===== src/rtl/hft_pkg.sv =====
// Shared types and constants for the order path: order entry layout, frame
// geometry and the framer state encoding.
package hft_pkg;

    localparam int         ORDER_W           = 48;
    localparam int         FRAME_BYTES       = 8;
    localparam logic [7:0] SYNC_BYTE_DEFAULT = 8'hA5;

    typedef struct packed {
        logic [7:0]  addr;
        logic [7:0]  buysell;
        logic [31:0] timestamp;
    } order_t;

    typedef enum logic {
        ST_IDLE = 1'b0,
        ST_SEND = 1'b1
    } framer_state_t;

    typedef logic [FRAME_BYTES-1:0][7:0] frame_t;

    // Byte 0 is the sync marker, byte 7 the XOR of the payload bytes 1..6.
    function automatic frame_t build_frame(input order_t ord, input logic [7:0] sync);
        frame_t f;
        f[0] = sync;
        f[1] = ord.addr;
        f[2] = ord.buysell;
        f[3] = ord.timestamp[31:24];
        f[4] = ord.timestamp[23:16];
        f[5] = ord.timestamp[15:8];
        f[6] = ord.timestamp[7:0];
        f[7] = f[1] ^ f[2] ^ f[3] ^ f[4] ^ f[5] ^ f[6];
        return f;
    endfunction

endpackage


===== src/rtl/order_tx_framer_if.sv =====
// Order capture inputs, framed byte stream and status of order_tx_framer.
interface order_tx_framer_if #(
    parameter int DROP_W = 16
);
    logic [7:0]        in_addr;
    logic [7:0]        in_buysell;
    logic [31:0]       in_timestamp;
    logic              in_dv;
    logic [7:0]        out_byte;
    logic              out_valid;
    logic              out_ready;
    logic              out_sof;
    logic              out_eof;
    logic              fifo_full;
    logic [DROP_W-1:0] drop_count;
    logic              busy;

    modport master (
        output in_addr, in_buysell, in_timestamp, in_dv, out_ready,
        input  out_byte, out_valid, out_sof, out_eof, fifo_full, drop_count, busy
    );

    modport slave (
        input  in_addr, in_buysell, in_timestamp, in_dv, out_ready,
        output out_byte, out_valid, out_sof, out_eof, fifo_full, drop_count, busy
    );
endinterface


===== src/rtl/order_fifo.sv =====
// Synchronous FIFO with registered read: rd_data is valid the cycle after rd_en.
module order_fifo
    import hft_pkg::*;
#(
    parameter int WIDTH = ORDER_W,
    parameter int DEPTH = 8
) (
    input  logic             clk,
    input  logic             rst,
    input  logic             wr_en,
    input  logic [WIDTH-1:0] wr_data,
    input  logic             rd_en,
    output logic [WIDTH-1:0] rd_data,
    output logic             full,
    output logic             empty
);
    localparam int AW = $clog2(DEPTH);

    logic [WIDTH-1:0] r_mem [DEPTH];
    logic [AW:0]      r_wr_ptr;
    logic [AW:0]      r_rd_ptr;
    logic [WIDTH-1:0] r_rd_data;
    logic             w_do_rd;
    logic             w_do_wr;

    // Extra pointer MSB distinguishes full from empty when the indices match.
    assign empty   = (r_wr_ptr == r_rd_ptr);
    assign full    = (r_wr_ptr[AW] != r_rd_ptr[AW]) &&
                     (r_wr_ptr[AW-1:0] == r_rd_ptr[AW-1:0]);
    assign w_do_rd = rd_en && !empty;
    assign w_do_wr = wr_en && (!full || w_do_rd);
    assign rd_data = r_rd_data;

    always_ff @(posedge clk) begin
        if (w_do_wr) begin
            r_mem[r_wr_ptr[AW-1:0]] <= wr_data;
        end
    end

    always_ff @(posedge clk or posedge rst) begin
        if (rst) begin
            r_wr_ptr  <= '0;
            r_rd_ptr  <= '0;
            r_rd_data <= '0;
        end else begin
            if (w_do_wr) begin
                r_wr_ptr <= r_wr_ptr + 1'b1;
            end
            if (w_do_rd) begin
                r_rd_data <= r_mem[r_rd_ptr[AW-1:0]];
                r_rd_ptr  <= r_rd_ptr + 1'b1;
            end
        end
    end

endmodule


===== src/rtl/order_tx_framer.sv =====
// Buffers order decisions and serialises each into an 8-byte sync/payload/XOR
// frame on a valid/ready byte stream; counts orders lost to FIFO overflow.
module order_tx_framer
    import hft_pkg::*;
#(
    parameter int         FIFO_DEPTH = 8,
    parameter logic [7:0] SYNC_BYTE  = SYNC_BYTE_DEFAULT,
    parameter int         DROP_W     = 16
) (
    input  logic              clk,
    input  logic              reset,
    order_tx_framer_if.slave  bus
);
    localparam int                IDX_W    = $clog2(FRAME_BYTES);
    localparam logic [IDX_W-1:0]  LAST_IDX = IDX_W'(FRAME_BYTES - 1);

    framer_state_t     r_state, w_state_nxt;
    logic [IDX_W-1:0]  r_idx, w_idx_nxt, w_idx_inc;
    logic              r_fresh, w_fresh_nxt;
    frame_t            r_frame, w_frame_cur;
    logic [7:0]        r_out_byte, w_byte_nxt;
    logic              r_out_valid, w_valid_nxt;
    logic              r_out_sof, w_sof_nxt;
    logic              r_out_eof, w_eof_nxt;
    logic [DROP_W-1:0] r_drop;

    logic               w_hs;
    logic               w_load;
    logic               w_pop;
    logic               w_wr;
    logic               w_drop;
    logic               w_fifo_full;
    logic               w_fifo_empty;
    logic [ORDER_W-1:0] w_rd_data;
    order_t             w_in_order;

    assign w_in_order = '{addr: bus.in_addr, buysell: bus.in_buysell, timestamp: bus.in_timestamp};
    assign w_wr       = bus.in_dv && (!w_fifo_full || w_pop);
    assign w_drop     = bus.in_dv && !w_wr;
    assign w_hs       = r_out_valid && bus.out_ready;
    assign w_idx_inc  = r_idx + 1'b1;

    order_fifo #(
        .WIDTH (ORDER_W),
        .DEPTH (FIFO_DEPTH)
    ) u_fifo (
        .clk     (clk),
        .rst     (reset),
        .wr_en   (w_wr),
        .wr_data (w_in_order),
        .rd_en   (w_pop),
        .rd_data (w_rd_data),
        .full    (w_fifo_full),
        .empty   (w_fifo_empty)
    );

    // Byte 0 is the constant sync marker, so it is emitted at the pop edge while
    // the FIFO read completes; the frame is built from rd_data one cycle later.
    always_comb begin
        w_frame_cur = r_fresh ? build_frame(order_t'(w_rd_data), SYNC_BYTE) : r_frame;
        w_state_nxt = r_state;
        w_idx_nxt   = r_idx;
        w_fresh_nxt = 1'b0;
        w_pop       = 1'b0;
        w_load      = 1'b0;
        w_byte_nxt  = r_out_byte;
        w_valid_nxt = r_out_valid;
        w_sof_nxt   = r_out_sof;
        w_eof_nxt   = r_out_eof;
        case (r_state)
            ST_IDLE: begin
                if (!w_fifo_empty) begin
                    w_load = 1'b1;
                end
            end
            ST_SEND: begin
                if (w_hs) begin
                    if (r_idx == LAST_IDX) begin
                        if (!w_fifo_empty) begin
                            w_load = 1'b1;
                        end else begin
                            w_state_nxt = ST_IDLE;
                            w_idx_nxt   = '0;
                            w_byte_nxt  = '0;
                            w_valid_nxt = 1'b0;
                            w_sof_nxt   = 1'b0;
                            w_eof_nxt   = 1'b0;
                        end
                    end else begin
                        w_idx_nxt  = w_idx_inc;
                        w_byte_nxt = w_frame_cur[w_idx_inc];
                        w_sof_nxt  = 1'b0;
                        w_eof_nxt  = (w_idx_inc == LAST_IDX);
                    end
                end
            end
            default: w_state_nxt = ST_IDLE;
        endcase
        if (w_load) begin
            w_pop       = 1'b1;
            w_state_nxt = ST_SEND;
            w_idx_nxt   = '0;
            w_fresh_nxt = 1'b1;
            w_byte_nxt  = SYNC_BYTE;
            w_valid_nxt = 1'b1;
            w_sof_nxt   = 1'b1;
            w_eof_nxt   = 1'b0;
        end
    end

    always_ff @(posedge clk or posedge reset) begin
        if (reset) begin
            r_state     <= ST_IDLE;
            r_idx       <= '0;
            r_fresh     <= 1'b0;
            r_frame     <= '0;
            r_out_byte  <= '0;
            r_out_valid <= 1'b0;
            r_out_sof   <= 1'b0;
            r_out_eof   <= 1'b0;
            r_drop      <= '0;
        end else begin
            r_state     <= w_state_nxt;
            r_idx       <= w_idx_nxt;
            r_fresh     <= w_fresh_nxt;
            r_out_byte  <= w_byte_nxt;
            r_out_valid <= w_valid_nxt;
            r_out_sof   <= w_sof_nxt;
            r_out_eof   <= w_eof_nxt;
            if (r_fresh) begin
                r_frame <= w_frame_cur;
            end
            if (w_drop && (r_drop != '1)) begin
                r_drop <= r_drop + 1'b1;
            end
        end
    end

    assign bus.out_byte   = r_out_byte;
    assign bus.out_valid  = r_out_valid;
    assign bus.out_sof    = r_out_sof;
    assign bus.out_eof    = r_out_eof;
    assign bus.fifo_full  = w_fifo_full;
    assign bus.drop_count = r_drop;
    assign bus.busy       = !w_fifo_empty || (r_state == ST_SEND);

endmodule


===== src/flat_wrapper.sv =====
// flat-port wrapper written by rule: the top's interface ports become plain ports
module order_tx_framer_flat import hft_pkg::*;
#(
    parameter int         FIFO_DEPTH = 8,
    parameter logic [7:0] SYNC_BYTE  = SYNC_BYTE_DEFAULT,
    parameter int         DROP_W     = 16
)
  (clk, reset, bus_in_addr, bus_in_buysell, bus_in_timestamp, bus_in_dv, bus_out_ready, bus_out_byte, bus_out_valid, bus_out_sof, bus_out_eof, bus_fifo_full, bus_drop_count, bus_busy);
  order_tx_framer_if #(.DROP_W(DROP_W)) bus_i ();
  input  logic clk;
  input  logic reset;
  input wire logic [$bits(bus_i.in_addr)-1:0] bus_in_addr;
  input wire logic [$bits(bus_i.in_buysell)-1:0] bus_in_buysell;
  input wire logic [$bits(bus_i.in_timestamp)-1:0] bus_in_timestamp;
  input wire logic [$bits(bus_i.in_dv)-1:0] bus_in_dv;
  input wire logic [$bits(bus_i.out_ready)-1:0] bus_out_ready;
  output wire logic [$bits(bus_i.out_byte)-1:0] bus_out_byte;
  output wire logic [$bits(bus_i.out_valid)-1:0] bus_out_valid;
  output wire logic [$bits(bus_i.out_sof)-1:0] bus_out_sof;
  output wire logic [$bits(bus_i.out_eof)-1:0] bus_out_eof;
  output wire logic [$bits(bus_i.fifo_full)-1:0] bus_fifo_full;
  output wire logic [$bits(bus_i.drop_count)-1:0] bus_drop_count;
  output wire logic [$bits(bus_i.busy)-1:0] bus_busy;
  assign bus_i.in_addr = bus_in_addr;
  assign bus_i.in_buysell = bus_in_buysell;
  assign bus_i.in_timestamp = bus_in_timestamp;
  assign bus_i.in_dv = bus_in_dv;
  assign bus_i.out_ready = bus_out_ready;
  assign bus_out_byte = bus_i.out_byte;
  assign bus_out_valid = bus_i.out_valid;
  assign bus_out_sof = bus_i.out_sof;
  assign bus_out_eof = bus_i.out_eof;
  assign bus_fifo_full = bus_i.fifo_full;
  assign bus_drop_count = bus_i.drop_count;
  assign bus_busy = bus_i.busy;
  order_tx_framer #(.FIFO_DEPTH(FIFO_DEPTH), .SYNC_BYTE(SYNC_BYTE), .DROP_W(DROP_W)) u_core (.clk(clk), .reset(reset), .bus(bus_i));
endmodule

===== config.mk =====
export PLATFORM = sky130hd
export DESIGN_NAME = order_tx_framer_flat
export DESIGN_NICKNAME = d
export VERILOG_FILES = /design/src/rtl/hft_pkg.sv /design/src/rtl/order_tx_framer_if.sv /design/src/rtl/order_fifo.sv /design/src/rtl/order_tx_framer.sv /design/src/flat_wrapper.sv
export SDC_FILE = /design/constraint.sdc
export NUM_CORES = 1
export LEC_CHECK = 0
export CORE_MARGIN = 2
export CORE_UTILIZATION = 52
export DETAILED_ROUTE_END_ITERATION = 12
export DONT_BUFFER_PORTS = 1
export PLACE_DENSITY_LB_ADDON = 0.1
export SYNTH_ARGS = -nofsm -noshare
export SYNTH_HDL_FRONTEND = slang
export SYNTH_HIERARCHICAL = 1
export SYNTH_SLANG_ARGS = --single-unit

===== constraint.sdc =====
create_clock -name clk -period 7.9 [get_ports clk]
set_input_delay 1.58 -clock clk [delete_from_list [all_inputs] [get_ports clk]]
set_output_delay 1.58 -clock clk [all_outputs]
set_load 0.03 [all_outputs]

### After elaboration in Yosys (flattened, before gate mapping)

Memory sizes are Yosys's and may differ from the RTL's. A register that Yosys moved wholly into a read port is not among the register bits.
Index checks and enable logic that the tools add are counted.

* multiplexer cells: 37
* bitwise operators: 6
* equality and inequality tests: 7
* reductions and logical operators: 19
* magnitude comparators: 1
* add/subtract/negate cells: 4

Operator list (number)
* two-way mux 64 bit: 1
* two-way mux 8 bit: 6
* bitwise XOR 8 bit: 5
* binary-select mux 8 bit (select 3 bit): 1
* two-way mux 1 bit: 23
* adder 16 x 1 -> 16 bit, second input constant: 1
* inequality test 16 bit, second input constant: 1
* two-way mux 3 bit: 5
* adder 4 x 1 -> 4 bit, second input constant: 2
* nonzero test 2 bit: 4
* logical AND 1 bit: 7
* equality test 3 bit, second input constant: 2
* equality test 4 bit: 1
* < comparator 3 x 4 -> 1 bit, second input constant: 1
* AND reduction 4 bit: 1
* adder 3 x 1 -> 3 bit, second input constant: 1
* equality test 3 bit: 1
* logical NOT 1 bit: 3
* logical OR 1 bit: 3
* inequality test 3 x 1 -> 1 bit, second input constant: 1
* AND reduction 3 bit: 1
* case mux 1 bit (2 select lines): 1
* inequality test 1 bit: 1
* inverter 1 bit: 1

* bits in writable memories: 384
* register bits: 104
* bits of input ports: 52
* memories kept: 1
* word-level logic and storage cells: 93

Memory list
* u_core.u_fifo.r_mem: words 8, width 48, read ports 1, clocked after memory_dff 1, wr ports 1, line order_fifo.sv:19 `logic [WIDTH-1:0] r_mem [DEPTH];`

### Longest topological paths before layout

* depth in word-level cells: 12
* gate-level depth with buffers: 12
* depth with buffers taken out: 9

### By module

Netlist, hierarchy kept.

Modules (own cells, without submodules)
* order_fifo: area each 16523.3 µm², instances 1, seq. area each 12932.4 µm², cells an instance 765
* order_tx_framer: area each 4989.8 µm², instances 1, seq. area each 2402.3 µm², cells an instance 415

### Least setup slack after synthesis

No wires, ideal clock.

* kind: input-to-reg
* from: in bus_out_ready
* to: mem u_core/u_fifo/r_mem[0][0] in the netlist's numbering (enable)
* data arrival time: 7.212 ns
* setup slack: 0.115 ns
* path buffers: 0
* setup time: 0.573 ns
* stages: 5
* cell sequence: nand3_1 > a21oi_1 > o21a_1 > o21ai_4 > nor4_1

* word-level cells in the longest chain between the ends: 9

RTL lines
* start, declared: line flat_wrapper.sv:16 `input wire logic [$bits(bus_i.out_ready)-1:0] bus_out_ready;`
* logical AND 1 bit: line order_tx_framer.sv:40 `assign w_hs = r_out_valid && bus.out_ready;`
* two-way mux 1 bit: line order_tx_framer.sv:77 `if (w_hs) begin`
* case mux 1 bit (2 select lines): line order_tx_framer.sv:70 `case (r_state)`
* two-way mux 1 bit
* net u_core.w_fresh_nxt: line order_tx_framer.sv:19 `logic r_fresh, w_fresh_nxt;`
* logical OR 1 bit: line order_tx_framer.sv:38 `assign w_wr = bus.in_dv && (!w_fifo_full || w_pop);`
* logical AND 1 bit: line order_tx_framer.sv:38
* net u_core.w_wr: line order_tx_framer.sv:30 `logic w_wr;`
* logical AND 1 bit: line order_fifo.sv:31 `assign w_do_wr = wr_en && (!full || w_do_rd);`
* two-way mux 1 bit: line order_fifo.sv:35 `if (w_do_wr) begin`
* two-way mux 1 bit (implied by the code): line order_fifo.sv:36 `r_mem[r_wr_ptr[AW-1:0]] <= wr_data;`
* end, declared: line order_fifo.sv:19

The timed path passes the listed nets, and every way through them passes these cells.

### Worst setup path in the final report

* from: reg u_core.r_idx[0]
* to: mem u_core/u_fifo/r_mem[6][46] in the netlist's numbering (enable)

* word-level cells in the longest chain between the ends: 10

RTL lines
* start, declared: line order_tx_framer.sv:18 `logic [IDX_W-1:0] r_idx, w_idx_nxt, w_idx_inc;`
* start signal, assigned: line order_tx_framer.sv:124 `r_idx <= w_idx_nxt;`
* equality test 3 bit: line order_tx_framer.sv:78 `if (r_idx == LAST_IDX) begin`
* two-way mux 1 bit: line order_tx_framer.sv:78
* two-way mux 1 bit: line order_tx_framer.sv:77
* case mux 1 bit (2 select lines): line order_tx_framer.sv:70
* two-way mux 1 bit
* net u_core.w_fresh_nxt: line order_tx_framer.sv:19
* logical OR 1 bit: line order_tx_framer.sv:38
* logical AND 1 bit: line order_tx_framer.sv:38
* net u_core.w_wr: line order_tx_framer.sv:30
* logical AND 1 bit: line order_fifo.sv:31
* two-way mux 1 bit: line order_fifo.sv:35
* two-way mux 1 bit (implied by the code): line order_fifo.sv:36

The timed path passes the listed nets, and every way through them passes these cells.

==> impl_metrics.tcl <==
set metrics [dict create \
    async_flop_share_pct 28.4 \
    die_y_um 207 \
    rsz0062_at_grt "false" \
    max_freq_ghz 0.209 \
    grt_start_max_net_pins 101 \
    clock-sinks 536 \
    layout-drive-gt1-share_pct 23.5 \
    multi_input_comb_area_um2 5820 \
    status "finished, final reports clean" \
    track_usage_pct 20.7 \
    yosysTopAreaCellShare_pct 53.6 \
    ys_warn_count 6 \
    drc 0 \
    synth_nets 1238 \
    finalCriticalPeriod_ps 4770 \
    synth_ff_type "edfxtp_1" \
    fin_cells 1773 \
    routed_wl_um 43600 \
    grt-ovfl-total 0 \
    fp.dieW_um 207 \
    wl_per_cell_um 24.6 \
    synth_edf_count 384 \
    crit_path_end_kind "flop" \
    core_um2 40800 \
    gp_congestion 0.810 \
    worstSkewPairLatency_ps 610 \
    io_pins 81 \
    synthCells 1180 \
    yosys.area.top_type "edfxtp_1" \
    h-tree-depth 2 \
    die_area_um2 43000 \
    period_share_pct 60.4 \
    p_int_w 0.00504 \
    start_util_pct 52.7 \
    synthTopCellsByCount "384 x edfxtp_1, 152 x dfrtp_1, 105 x mux4_2, 71 x nand2_1, 62 x mux2i_1" \
    ctsHoldBuffers 0 \
    critPathKind "reg -> reg" \
    crit_fanout 33 \
    area_delta_synth_final_pct 11.0 \
    finalSetupTns_ps 0 \
    timing.slew.headroom_pct 35.6 \
    avgSynthCellArea_um2 18.2 \
    worst_slew_pin_slew_ps 966 \
    syn-cell-area_um2 21500 \
    fillCellCount 3041 \
    drt.antenna.violating_nets 0 \
    power-per-cell-area_nw_per_um2 273 \
    viasPerCell 5.87 \
    finalHoldViolCount 0 \
    drt_iter0_drc 847 \
    ctsResizeCount 0 \
    pwr-share-seq_pct 53.0 \
    ir_drop_v 0.000212 \
    tritoncts "done" \
    vias 10400 \
    switching_share_pct 22.8 \
    antenna_found_initial 2 \
    cp_data_required_time_ps 8130 \
    cts_setup_buffers 0 \
    cts_buffers 56 \
    portBuffers 0 \
    report.final.slew_viol_count 0 \
    synth.most_common_cell "edfxtp_1" \
    dp_hpwl_um 25300 \
    p_leak_nw 8.42 \
    grt_pass1_wl_um 67000 \
    setup_violations 0 \
    first_pass_iters 5 \
    p_switching_w 0.00149 \
    p_clk_share_pct 39.9 \
    antennaDiodeCount 0 \
    synth_area_leaders "edfxtp_1 54%, dfrtp_1 18%, mux4_2 11%, mux2_2 2.9%, mux2i_1 2.9%" \
    ys_ff_latch 536 \
    clockBufferDepth 3 \
    rows 74 \
    path_clk_slew_ps 60 \
    cap_violations 0 \
    hold_class "reg -> reg" \
    clock-skew-final_ps 23.2 \
    seqCellArea_um2 15300 \
    ys_seq_area_share_pct 71.3 \
    synth.distinct_cells 59 \
    start_kind "flop" \
    comb_power_share_pct 7.1 \
    grt_pass1_vias 10800 \
    final_net_count 1251 \
    worstPathArrival_ps 5010 \
    dp_cells 1667 \
    cts-root-buf "clkbuf_16" \
]
## flip-flops by register name, summed over array words and instances (netlist names), 3 cells and up
register                flops
u_core/r_idx                3
u_core/r_frame             64
u_core/u_fifo/r_mem       384
u_core/u_fifo/r_rd_ptr      4
u_core/bus.drop_count      16
u_core/bus.out_byte         8
u_core/u_fifo/rd_data      48
u_core/u_fifo/r_wr_ptr      4
## cell usage in the layout (no fill, tap or decap), types with 4 or more instances in the layout
master and n:
o21a_1 4, o21ai_1 20, mux2i_1 62, bufinv_16 5, nand2b_1 6, ha_1 6
o221ai_1 11, clkbuf_8 6, mux2_2 56, xnor2_1 59, mux4_2 105, clkinv_1 10
a21oi_1 9, nand4_1 7, nor3_2 4, nor2_1 19, nor2b_1 9, nand3_1 11
clkinv_2 13, xor2_1 6, nand2_1 71, o21ai_0 35, or2_2 5, clkbuf_1 11
dfrtp_4 4, a211oi_1 4, clkbuf_16 57, buf_4 20, o31ai_1 4, dfrtp_1 148
a221oi_1 7, a22oi_1 4, inv_1 13, edfxtp_1 384
## power by group through the flow
stage / clock network, W / registers [W] / logic [W]
final: 0.00260 / 0.00346 / 0.000465
after floorplan: 0 / 0.00350 / 0.000310
after global routing: 0.00276 / 0.00348 / 0.000504
after detailed placement: 0 / 0.00352 / 0.000476
after global placement: 0 / 0.00350 / 0.000475
after CTS: 0.00266 / 0.00346 / 0.000478
## logic make-up (layout without fill, tap and decap cells)
group / Yosys count / after routing / synth area share [%]
mux: 226 / 226 / 17.0
flops: 536 / 536 / 71.3
buf+inv: 81 / 142 / 1.91
xor+xnor: 65 / 65 / 2.65
compound gates: 118 / 118 / 3.61
simple gates: 148 / 148 / 3.23
fa+ha+maj: 6 / 6 / 0.349
## final timing paths
path / endpoint / start / slack, ps / cells past startpoint
max: u_core/u_fifo/r_mem[6][46] / u_core/r_idx[0] / 3130 / 10
min: u_core/r_frame[2] / u_core/r_frame[2] / 460 / 1
max reg2reg: u_core/u_fifo/r_mem[6][46] / u_core/r_idx[0] / 3130 / 10
min reg2reg: u_core/r_frame[2] / u_core/r_frame[2] / 460 / 1
max in group asynchronous: u_core/r_fresh / reset / 5740 / 2
min in group asynchronous: u_core/bus.drop_count[1] / reset / 810 / 1
## cell type report
class / instances / share of cell area, %
flip-flops and latches: 536 / 64.3
multi-input cells: 563 / 24.4
clock buffers: 74 / 6.49
well taps: 532 / 2.79
clock inverters: 32 / 1.20
repair buffers: 20 / 0.629
inverters: 16 / 0.262
## layer usage
layer | vias up | routed length (um) | track usage (%)
met2 | 258 | 20100 | 31.5
met4 | 0 | 1030 | 6.58
met5 | - | 0 | 0
met1 | 5443 | 19800 | 29.8
li1 | 4640 | - | -
met3 | 70 | 2600 | 4.90
## worst max-delay path, stage by stage, from the launching register on
cell and delay (ps):
dfrtp_1 320, buf_4 410, ha_1 230, ha_1 390
nand3_1 190, a21oi_1 780, o21a_1 280, nand2_1 90
o21bai_1 290, nor2_4 810, buf_4 540
## through the flow
| step | power [W] | setup WS [ps] | util [%] | area (um2) | hold WS [ps] |
|---|---|---|---|---|---|
| 6_report | 0.00653 | 3130 | 58.5 | 23900 | 456 |
| 5_1_grt | 0.00675 | 2820 | 58.5 | 23900 | 475 |
| 4_1_cts | 0.00660 | 3140 | 58.5 | 23900 | 457 |
| 3_5_place_dp | 0.00399 | 3030 | 54.0 | 22000 | 445 |
| 3_3_place_gp | 0.00398 | 3030 | 54.0 | 22000 | 444 |
| 2_1_floorplan | 0.00381 | 115 | - | 21500 | 431 |
Note: power is estimated with default switching activity, not from simulation.
